### src/rtl/hazard_sequencer.sv
// rtl/hazard_sequencer.sv - 5-stage pipeline hazard, forwarding and debug-halt sequencer
module hazard_sequencer #(
    parameter int DRAIN_CYCLES = 3,
    parameter int CNT_W        = 16
) (
    input  logic             clk,
    input  logic             reset,
    input  logic [3:0]       id_ra,
    input  logic [3:0]       id_rb,
    input  logic [3:0]       id_rd,
    input  logic             id_ra_use,
    input  logic             id_rb_use,
    input  logic             id_rd_use,
    input  logic [3:0]       ex_rd,
    input  logic [3:0]       mem_rd,
    input  logic [3:0]       wb_rd,
    input  logic             ex_rf_e,
    input  logic             mem_rf_e,
    input  logic             wb_rf_e,
    input  logic             ex_load,
    input  logic             branch_taken,
    input  logic             halt_req,
    input  logic             step,
    output logic             enable_pc,
    output logic             enable_ifid,
    output logic             nop_sel,
    output logic             flush_ifid,
    output logic [1:0]       fwd_a,
    output logic [1:0]       fwd_b,
    output logic [1:0]       fwd_d,
    output logic             halted,
    output logic [CNT_W-1:0] stall_count,
    output logic [CNT_W-1:0] flush_count
);

    typedef enum logic [1:0] {RUN, DRAIN, HALTED, STEP} state_t;

    state_t     state, state_next;
    logic [2:0] drain_cnt, drain_cnt_next;
    logic       ex_ok, luh;
    logic       pc_c, ifid_c, nop_c, flush_c, halted_c, stall_inc, flush_inc;
    logic [1:0] fa_c, fb_c, fd_c;

    // A load in EX has no data yet, so it is never a forwarding source.
    assign ex_ok = ex_rf_e & ~ex_load;

    function automatic logic [1:0] fwd_sel(
        input logic [3:0] src, input logic src_use,
        input logic e_ok, input logic [3:0] e_rd,
        input logic m_ok, input logic [3:0] m_rd,
        input logic w_ok, input logic [3:0] w_rd
    );
        if (!src_use || src == 4'd15) return 2'b00;
        if (e_ok && src == e_rd)      return 2'b01;
        if (m_ok && src == m_rd)      return 2'b10;
        if (w_ok && src == w_rd)      return 2'b11;
        return 2'b00;
    endfunction

    assign fa_c = fwd_sel(id_ra, id_ra_use, ex_ok, ex_rd, mem_rf_e, mem_rd, wb_rf_e, wb_rd);
    assign fb_c = fwd_sel(id_rb, id_rb_use, ex_ok, ex_rd, mem_rf_e, mem_rd, wb_rf_e, wb_rd);
    assign fd_c = fwd_sel(id_rd, id_rd_use, ex_ok, ex_rd, mem_rf_e, mem_rd, wb_rf_e, wb_rd);

    assign luh = ex_load & ex_rf_e & (ex_rd != 4'd15) &
                 ((id_ra_use & (id_ra == ex_rd)) |
                  (id_rb_use & (id_rb == ex_rd)) |
                  (id_rd_use & (id_rd == ex_rd)));

    always_comb begin
        state_next     = state;
        drain_cnt_next = drain_cnt;
        pc_c           = 1'b1;
        ifid_c         = 1'b1;
        nop_c          = 1'b0;
        flush_c        = 1'b0;
        halted_c       = 1'b0;
        stall_inc      = 1'b0;
        flush_inc      = 1'b0;
        case (state)
            RUN, STEP: begin
                if (branch_taken) begin
                    flush_c   = 1'b1;
                    nop_c     = 1'b1;
                    flush_inc = 1'b1;
                end else if (luh) begin
                    pc_c      = 1'b0;
                    ifid_c    = 1'b0;
                    nop_c     = 1'b1;
                    stall_inc = 1'b1;
                end
                if (state == RUN) begin
                    if (halt_req) begin
                        state_next     = DRAIN;
                        drain_cnt_next = 3'(DRAIN_CYCLES);
                    end
                end else if (!stall_inc) begin
                    state_next     = DRAIN;
                    drain_cnt_next = 3'(DRAIN_CYCLES);
                end
            end
            DRAIN: begin
                pc_c   = 1'b0;
                ifid_c = 1'b0;
                nop_c  = 1'b1;
                if (branch_taken) begin
                    flush_c   = 1'b1;
                    flush_inc = 1'b1;
                end
                if (!halt_req) begin
                    state_next = RUN;
                end else if (drain_cnt == 3'd1) begin
                    state_next = HALTED;
                end else begin
                    drain_cnt_next = drain_cnt - 3'd1;
                end
            end
            HALTED: begin
                pc_c     = 1'b0;
                ifid_c   = 1'b0;
                halted_c = 1'b1;
                if (!halt_req)  state_next = RUN;
                else if (step)  state_next = STEP;
            end
            default: state_next = RUN;
        endcase
    end

    // Outputs are forced to their idle values for as long as reset is held.
    assign enable_pc   = reset ? pc_c   : 1'b1;
    assign enable_ifid = reset ? ifid_c : 1'b1;
    assign nop_sel     = reset & nop_c;
    assign flush_ifid  = reset & flush_c;
    assign halted      = reset & halted_c;
    assign fwd_a       = reset ? fa_c : 2'b00;
    assign fwd_b       = reset ? fb_c : 2'b00;
    assign fwd_d       = reset ? fd_c : 2'b00;

    always_ff @(posedge clk or negedge reset) begin
        if (!reset) begin
            state       <= RUN;
            drain_cnt   <= 3'd0;
            stall_count <= '0;
            flush_count <= '0;
        end else begin
            state     <= state_next;
            drain_cnt <= drain_cnt_next;
            if (stall_inc && stall_count != {CNT_W{1'b1}})
                stall_count <= stall_count + 1'b1;
            if (flush_inc && flush_count != {CNT_W{1'b1}})
                flush_count <= flush_count + 1'b1;
        end
    end

endmodule
### config.mk
export PLATFORM = sky130hd
export DESIGN_NAME = hazard_sequencer
export DESIGN_NICKNAME = d
export VERILOG_FILES = /design/src/rtl/hazard_sequencer.sv
export SDC_FILE = /design/constraint.sdc
export NUM_CORES = 1
export LEC_CHECK = 0
export BUFFER_PORTS_ARGS = -buffer_cell sky130_fd_sc_hd__buf_2
export CORE_ASPECT_RATIO = 0.7
export CORE_UTILIZATION = 45
export DETAILED_ROUTE_END_ITERATION = 10
export MAX_ROUTING_LAYER = met4
export PLACE_DENSITY = 0.82
export SLEW_MARGIN = 20
export SYNTH_ARGS = -nofsm -noshare
export SYNTH_HDL_FRONTEND = slang
export SYNTH_SLANG_ARGS = --single-unit
### constraint.sdc
create_clock -name clk -period 1.9 [get_ports clk]
set_input_delay 0.19 -clock clk [delete_from_list [all_inputs] [get_ports clk]]
set_output_delay 0.19 -clock clk [all_outputs]
set_load 0.005 [all_outputs]
==> impl_metrics.toml, run 1 <==
[detailed_routing]
avgRoutedWirePerCell_um = 16.2
detailedRoute.firstIterationViolations = 172
via_count = 2496
dr_wl_met2_mm = 3.49
met3_length_um = 412
routed_wirelength_mm = 7.51
max_layer_used = "met4"
first_pass_iters = 4
wirelength_met1_mm = 3.55
routed_via_density = 5.38
antenna_violating_nets_post_route = 0
drcViolationCount = 0

[power_and_ir_drop]
p_seq_frac = 0.324
power-per-cell-area_nw_per_um2 = 889
combPwrFrac = 0.506
switching_share = 0.383
p_switching_w = 0.00123
power.static_leakage_nw = 1.83
intPower_w = 0.00198
p_clk_frac = 0.170
peakVddDrop_mv = 0.529

[setup_path]
timing.setup.critical_path_class = "flop to output port"
critPathCaptureType = "output port"
cp_slowest_stage_delay_ns = 0.41
worst-r2r-setup-slack_ns = 0.08
critical_path_cell_by_cell = "inv_2 > ha_1 > buf_4 > a2111oi_4 > buf_2"
crit_arrival_ns = 1.67
cpMaxStageDelayCell = "dfrtp_2"
path_max_fanout = 5
critical_path_required_ns = 1.71
critPathLaunchType = "flop"
critical_path_buf_inv_count = 3
timing.critical_path.max_delay_family = "buffers and inverters"

[clock_network]
clkTransAtPathRegs_ns = 0.07
clock_sinks = 37
cts.path.max_buffers = 2
tritoncts.num_buffers = 5
root_buffer = "clkbuf_8"
clock_tree_from_tritoncts = "done"
htree_num_levels = 2
insertion_delay_ns = 0.29

[synth]
ys_top_cells_by_area = "dfrtp_1 35%, xor2_1 15%, xnor2_1 6.7%"
largest_family_of_logic_cells_by_synthesized_area = "simple AND/OR/NAND/NOR gates"
synthAdderAreaFrac = 0.0334
synthesized_cell_area_sq_um = 2620
post_synth_inst_count = 263
synth_top_area_cell = "dfrtp_1"
synth-edff-count = 0
synthFlopType = "dfrtp_1"
post_synth_top_cells = "45 x xor2_1, 37 x dfrtp_1, 20 x nand3_1, 20 x xnor2_1, 15 x nand2_1"
synth_sequential_area_ratio = 0.353
yosysUniqueCellTypes = 47
post_synthesis_share_of_cell_area_spent_on_xor_and_xnor_gates = 0.217
number_of_synthesized_register_bits = 37
muxShareOfSynthArea = 0.0201
syn_avg_cell_area_sq_um = 9.96
postSynth.asyncResetShare = 1.00
synth_compound_area_frac = 0.0707
synthSimpleGateAreaFrac = 0.272
ys_warn_count = 0
synth_most_common_cell = "xor2_1"
synth_nets = 306
synth_top_cell_area_share = 0.353

[timing]
setup_slack_ns = 0.0410
achievable-frequency_ghz = 0.538
final-max-slew-violation-count = 0
maxSlewHeadroom = 0.705
fin_worst_hold_slack_ns = 0.231
fin_crit_sh = 0.978
fin_crit_ns = 1.86
worst_slew_pin_slew_ns = 0.438
report.final.hold_viol_count = 0
final.setup_skew_ns = 0.00850
setup_viol = 0

[cells_and_area]
num-nets-final = 434
finish.utilization = 0.666
n_antenna_cell = 0
post_layout_nonfiller_instances = 464
multi_input_combinational_cell_area_sq_um = 1690
area_growth_pct = 37.9
layout-drive-gt1-share = 0.431
ff_latch_area_sq_um = 927
design_area_sq_um = 3610
filler_cell_count = 411

[grt]
global_route.overflow_total = 0
grt_pass1_vias = 2426
grt_first_pass_wirelength_mm = 11.9
grt.total_usage = 0.259
grt_antenna_before_repair = 0
grt_start_max_net_pins = 28

[worst_hold_path]
worst_hold_path_type = "input port to flop"

[placement]
post-dp-hpwl_mm = 5.68
placedCellCount = 451
post_placement_setup_slack_ns = -0.154
io_buffer_count = 78
place_congestion = 1.03
placedInstanceArea_sq_um = 3390

[floorplanning]
io-pin-count = 79
floorplan.die_area_sq_um = 6140
floorplan.core_area_sq_um = 5420
die_boundary_width_um = 93.2
fp-row-count = 22
floorplan.initialDensity = 0.483
die_y_um = 65.8

[outcome]
result_of_the_run = "complete, no violations"

[job]
drv_cap = 0
layer usage:
layer / vias up / track usage
met2: 75 / 0.393
met5: - / -
met1: 1223 / 0.367
met4: 0 / 0.0538
li1: 1188 / -
met3: 10 / 0.0448
per-stage QoR:
stage / TNS (ns) / total power [W]
floorplan: 0 / 0.00186
detailed placement: -1.38 / 0.00247
global route: -0.144 / 0.00341
finish: 0 / 0.00321
CTS: 0 / 0.00310
global placement: -0.137 / 0.00239
repair_timing:
| action | 4_1_cts | 5_1_grt |
|---|---|---|
| setup endpoints to repair | 8 | 7 |
| hold endpoints to repair | 31 | 0 |
| setup buffers | 0 | 4 |
| pin swaps | 0 | 6 |
| gates resized for setup | 9 | 13 |
| hold buffers | 1 | 0 |
worst min-delay path, cell delays in order:
cell and delay, ns:
buf_2 0.14, o2111ai_1 0.09, o21ai_1 0.06
cell families (layout without fill, tap and decap cells):
group / after synthesis / after routing
simple gates: 113 / 113
xor+xnor: 65 / 65
flops: 37 / 37
compound gates: 20 / 20
buf+inv: 17 / 146
fa+ha+maj: 7 / 7
mux: 4 / 4
power by group through the flow:
stage | combinational, W | sequential, W | clock [W]
finish | 0.00162 | 0.00104 | 0.000546
global route | 0.00177 | 0.00105 | 0.000586
CTS | 0.00153 | 0.00102 | 0.000551
detailed placement | 0.00144 | 0.00103 | 0
global placement | 0.00137 | 0.00102 | 0
floorplan | 0.000798 | 0.00106 | 0
state kept, by name, summed over array words and instances, names as in the netlist:
| signal | count |
|---|---|
| drain_cnt | 3 |
| flush_count | 16 |
| state | 2 |
| stall_count | 16 |
cell type report:
cell class | count | area share
multi-input cells | 209 | 0.468
flip-flops and latches | 37 | 0.257
repair buffers | 128 | 0.215
well taps | 72 | 0.0249
clock buffers | 5 | 0.0190
inverters | 10 | 0.0111
clock inverters | 3 | 0.00485
worst paths after layout:
path                                        startpoint  cells after the start                          end
max                               state[0]$_DFFE_PN0P_                      5                      nop_sel
min                                           halt_req                      3         state[1]$_DFFE_PN0P_
max reg2reg                       state[0]$_DFFE_PN0P_                      5     drain_cnt[1]$_DFFE_PN0P_
min reg2reg                flush_count[10]$_DFFE_PN0P_                      1  flush_count[10]$_DFFE_PN0P_
max in group asynchronous                        reset                      3   stall_count[2]$_DFFE_PN0P_
min in group asynchronous                        reset                      3   stall_count[1]$_DFFE_PN0P_
cells in the final DEF, fill, tap and decap left out, types with 6 or more instances in the layout:
master,netlist,final
nor3_1,9,9
buf_4,1,48
nor4_2,8,11
buf_2,3,77
dfrtp_1,37,36
xor2_1,45,44
xnor2_1,20,20
nand4_1,10,10
nor2b_1,7,7
and3_1,6,6
nand3_1,20,20
nand2_1,15,15
inv_1,10,7
nor2_1,10,10
No activity file was read; power rests on OpenSTA's default activity.
==> run 2, diff against run 1 <==
- SETUP_SLACK_MARGIN: not set -> 0.4
==> impl_metrics.toml, run 2 (same netlist as run 1, synthesis figures left out) <==
[cells_and_area]
ff_latch_area_sq_um = 928
multi_input_combinational_cell_area_sq_um = 1970
design_area_sq_um = 4220
num-nets-final = 460
final_common_cell = "buf_2"
layout-drive-gt1-share = 0.555
final_cell_mix = "68 x buf_2, 61 x buf_4, 40 x xor2_1"
area_growth_pct = 61.0
filler_cell_count = 305
regs_by_ff_count = "flush_count: 16 flops, stall_count: 16 flops, drain_cnt: 3 flops"

[timing]
report.final.hold_viol_count = 0
setup_slack_ns = -0.110
setup_viol = 1
fin_crit_ns = 2.01
final-max-slew-violation-count = 0
fin_crit_sh = 1.06
final.setup_skew_ns = 0.00981
worst_slew_pin_slew_ns = 0.631
grt_setup_unrepaired = "yes"
achievable-frequency_ghz = 0.498
maxSlewHeadroom = 0.578

[clock_network]
clock_sinks = 37
clkTransAtPathRegs_ns = 0.08
htree_num_levels = 2
root_buffer = "clkbuf_8"
tritoncts.num_buffers = 5
clock_tree_from_tritoncts = "done"
cts.path.max_buffers = 2
insertion_delay_ns = 0.29

[detailed_routing]
detailedRoute.firstIterationViolations = 295
drcViolationCount = 0
antenna_violating_nets_post_route = 0
routed_wirelength_mm = 10.8
routed_via_density = 6.00
first_pass_iters = 5
avgRoutedWirePerCell_um = 21.9
via_count = 2944

[floorplanning]
die_boundary_width_um = 93.2
fp-row-count = 22
die_y_um = 65.8
floorplan.initialDensity = 0.483
io-pin-count = 79
floorplan.core_area_sq_um = 5420
floorplan.die_area_sq_um = 6140

[power_and_ir_drop]
combPwrFrac = 0.608
switching_share = 0.394
power-per-cell-area_nw_per_um2 = 962
p_switching_w = 0.00160
peakVddDrop_mv = 0.843
p_clk_frac = 0.136
intPower_w = 0.00246
p_seq_frac = 0.256
power.static_leakage_nw = 2.07

[outcome]
result_of_the_run = "complete, but fails checks"
failed_checks = "negative setup slack"

[grt]
grt_pass1_vias = 2583
grt.total_usage = 0.295
grt_start_max_net_pins = 21
global_route.overflow_total = 0
grt_first_pass_wirelength_mm = 13.3
grt_antenna_before_repair = 1

[placement]
place_congestion = 1.02
post_placement_setup_slack_ns = -0.0614
io_buffer_count = 78
post-dp-hpwl_mm = 5.58
placedInstanceArea_sq_um = 3330

[setup_path]
critical_path_required_ns = 1.71
critPathLaunchType = "input port"
crit_arrival_ns = 1.82
critPathCaptureType = "output port"
path_max_fanout = 4
timing.setup.critical_path_class = "input port to output port"

[job]
drv_cap = 0

[worst_hold_path]
worst_hold_path_type = "input port to async pin"
-- run 2: path summary, 6_finish.rpt --
kind	slack, ns	startpoint	cells after the start	endpoint
setup reg to reg	0.03	state[0]$_DFFE_PN0P_	8	stall_count[10]$_DFFE_PN0P_
setup / recovery	-0.11	id_rb[2]	7	nop_sel
hold / removal	0.02	reset	2	stall_count[11]$_DFFE_PN0P_
min in group clk	0.28	halt_req	3	state[1]$_DFFE_PN0P_
max in group asynchronous	0.77	reset	3	state[0]$_DFFE_PN0P_
hold reg to reg	0.50	flush_count[15]$_DFFE_PN0P_	1	flush_count[15]$_DFFE_PN0P_
-- run 2: what timing repair did --
item,CTS,global route
gates resized for setup,46,55
endpoints found under the setup margin,48,48
pin swaps,24,39
hold buffers,2,0
hold endpoints to repair,5,0
buffers inserted,21,25
gates cloned,1,0
-- run 2: worst max-delay path, cell delays in order --
cell,delay [ns]
buf_12,0.11
xor2_2,0.18
nor4_2,0.36
nand3_1,0.19
and3_4,0.25
a2111oi_4,0.34
buf_2,0.20
-- run 2: power by group through the flow --
stage | sequential (W) | clock, W | combinational, W
floorplan | 0.00107 | 0 | 0.000907
global placement | 0.00105 | 0 | 0.00137
detailed placement | 0.00106 | 0 | 0.00143
CTS | 0.00102 | 0.000539 | 0.00185
global route | 0.00105 | 0.000588 | 0.00259
finish | 0.00104 | 0.000552 | 0.00247
-- run 2: area by class of cell --
class / count / share of cell area
multi-input combinational: 210 / 0.468
antenna: 1 / 0.000593
inverter: 10 / 0.0101
clock inverter: 2 / 0.00237
clock buffer: 6 / 0.0172
sequential: 37 / 0.220
tap: 72 / 0.0214
timing repair buffer: 153 / 0.260
-- run 2: through the flow --
step	hold WS, ns	utilization	cells	TNS, ns	power (W)
after detailed placement	0.0729	0.614	433	-0.142	0.00250
after floorplan	-0.106	-	263	0	0.00197
after CTS	0.0131	0.700	465	0	0.00341
final	0.0176	0.778	491	-0.110	0.00406
after global placement	0.0712	0.614	433	0	0.00243
after global routing	0.0291	0.778	491	-0.283	0.00423
-- run 2: layer usage --
layer  routed length [um]  GRT usage  vias up
met3                 1110     0.0563       48
met5                    0          -        -
met4                  412     0.0558        0
met2                 4860      0.460      213
met1                 4370      0.407     1441
li1                     -          -     1242
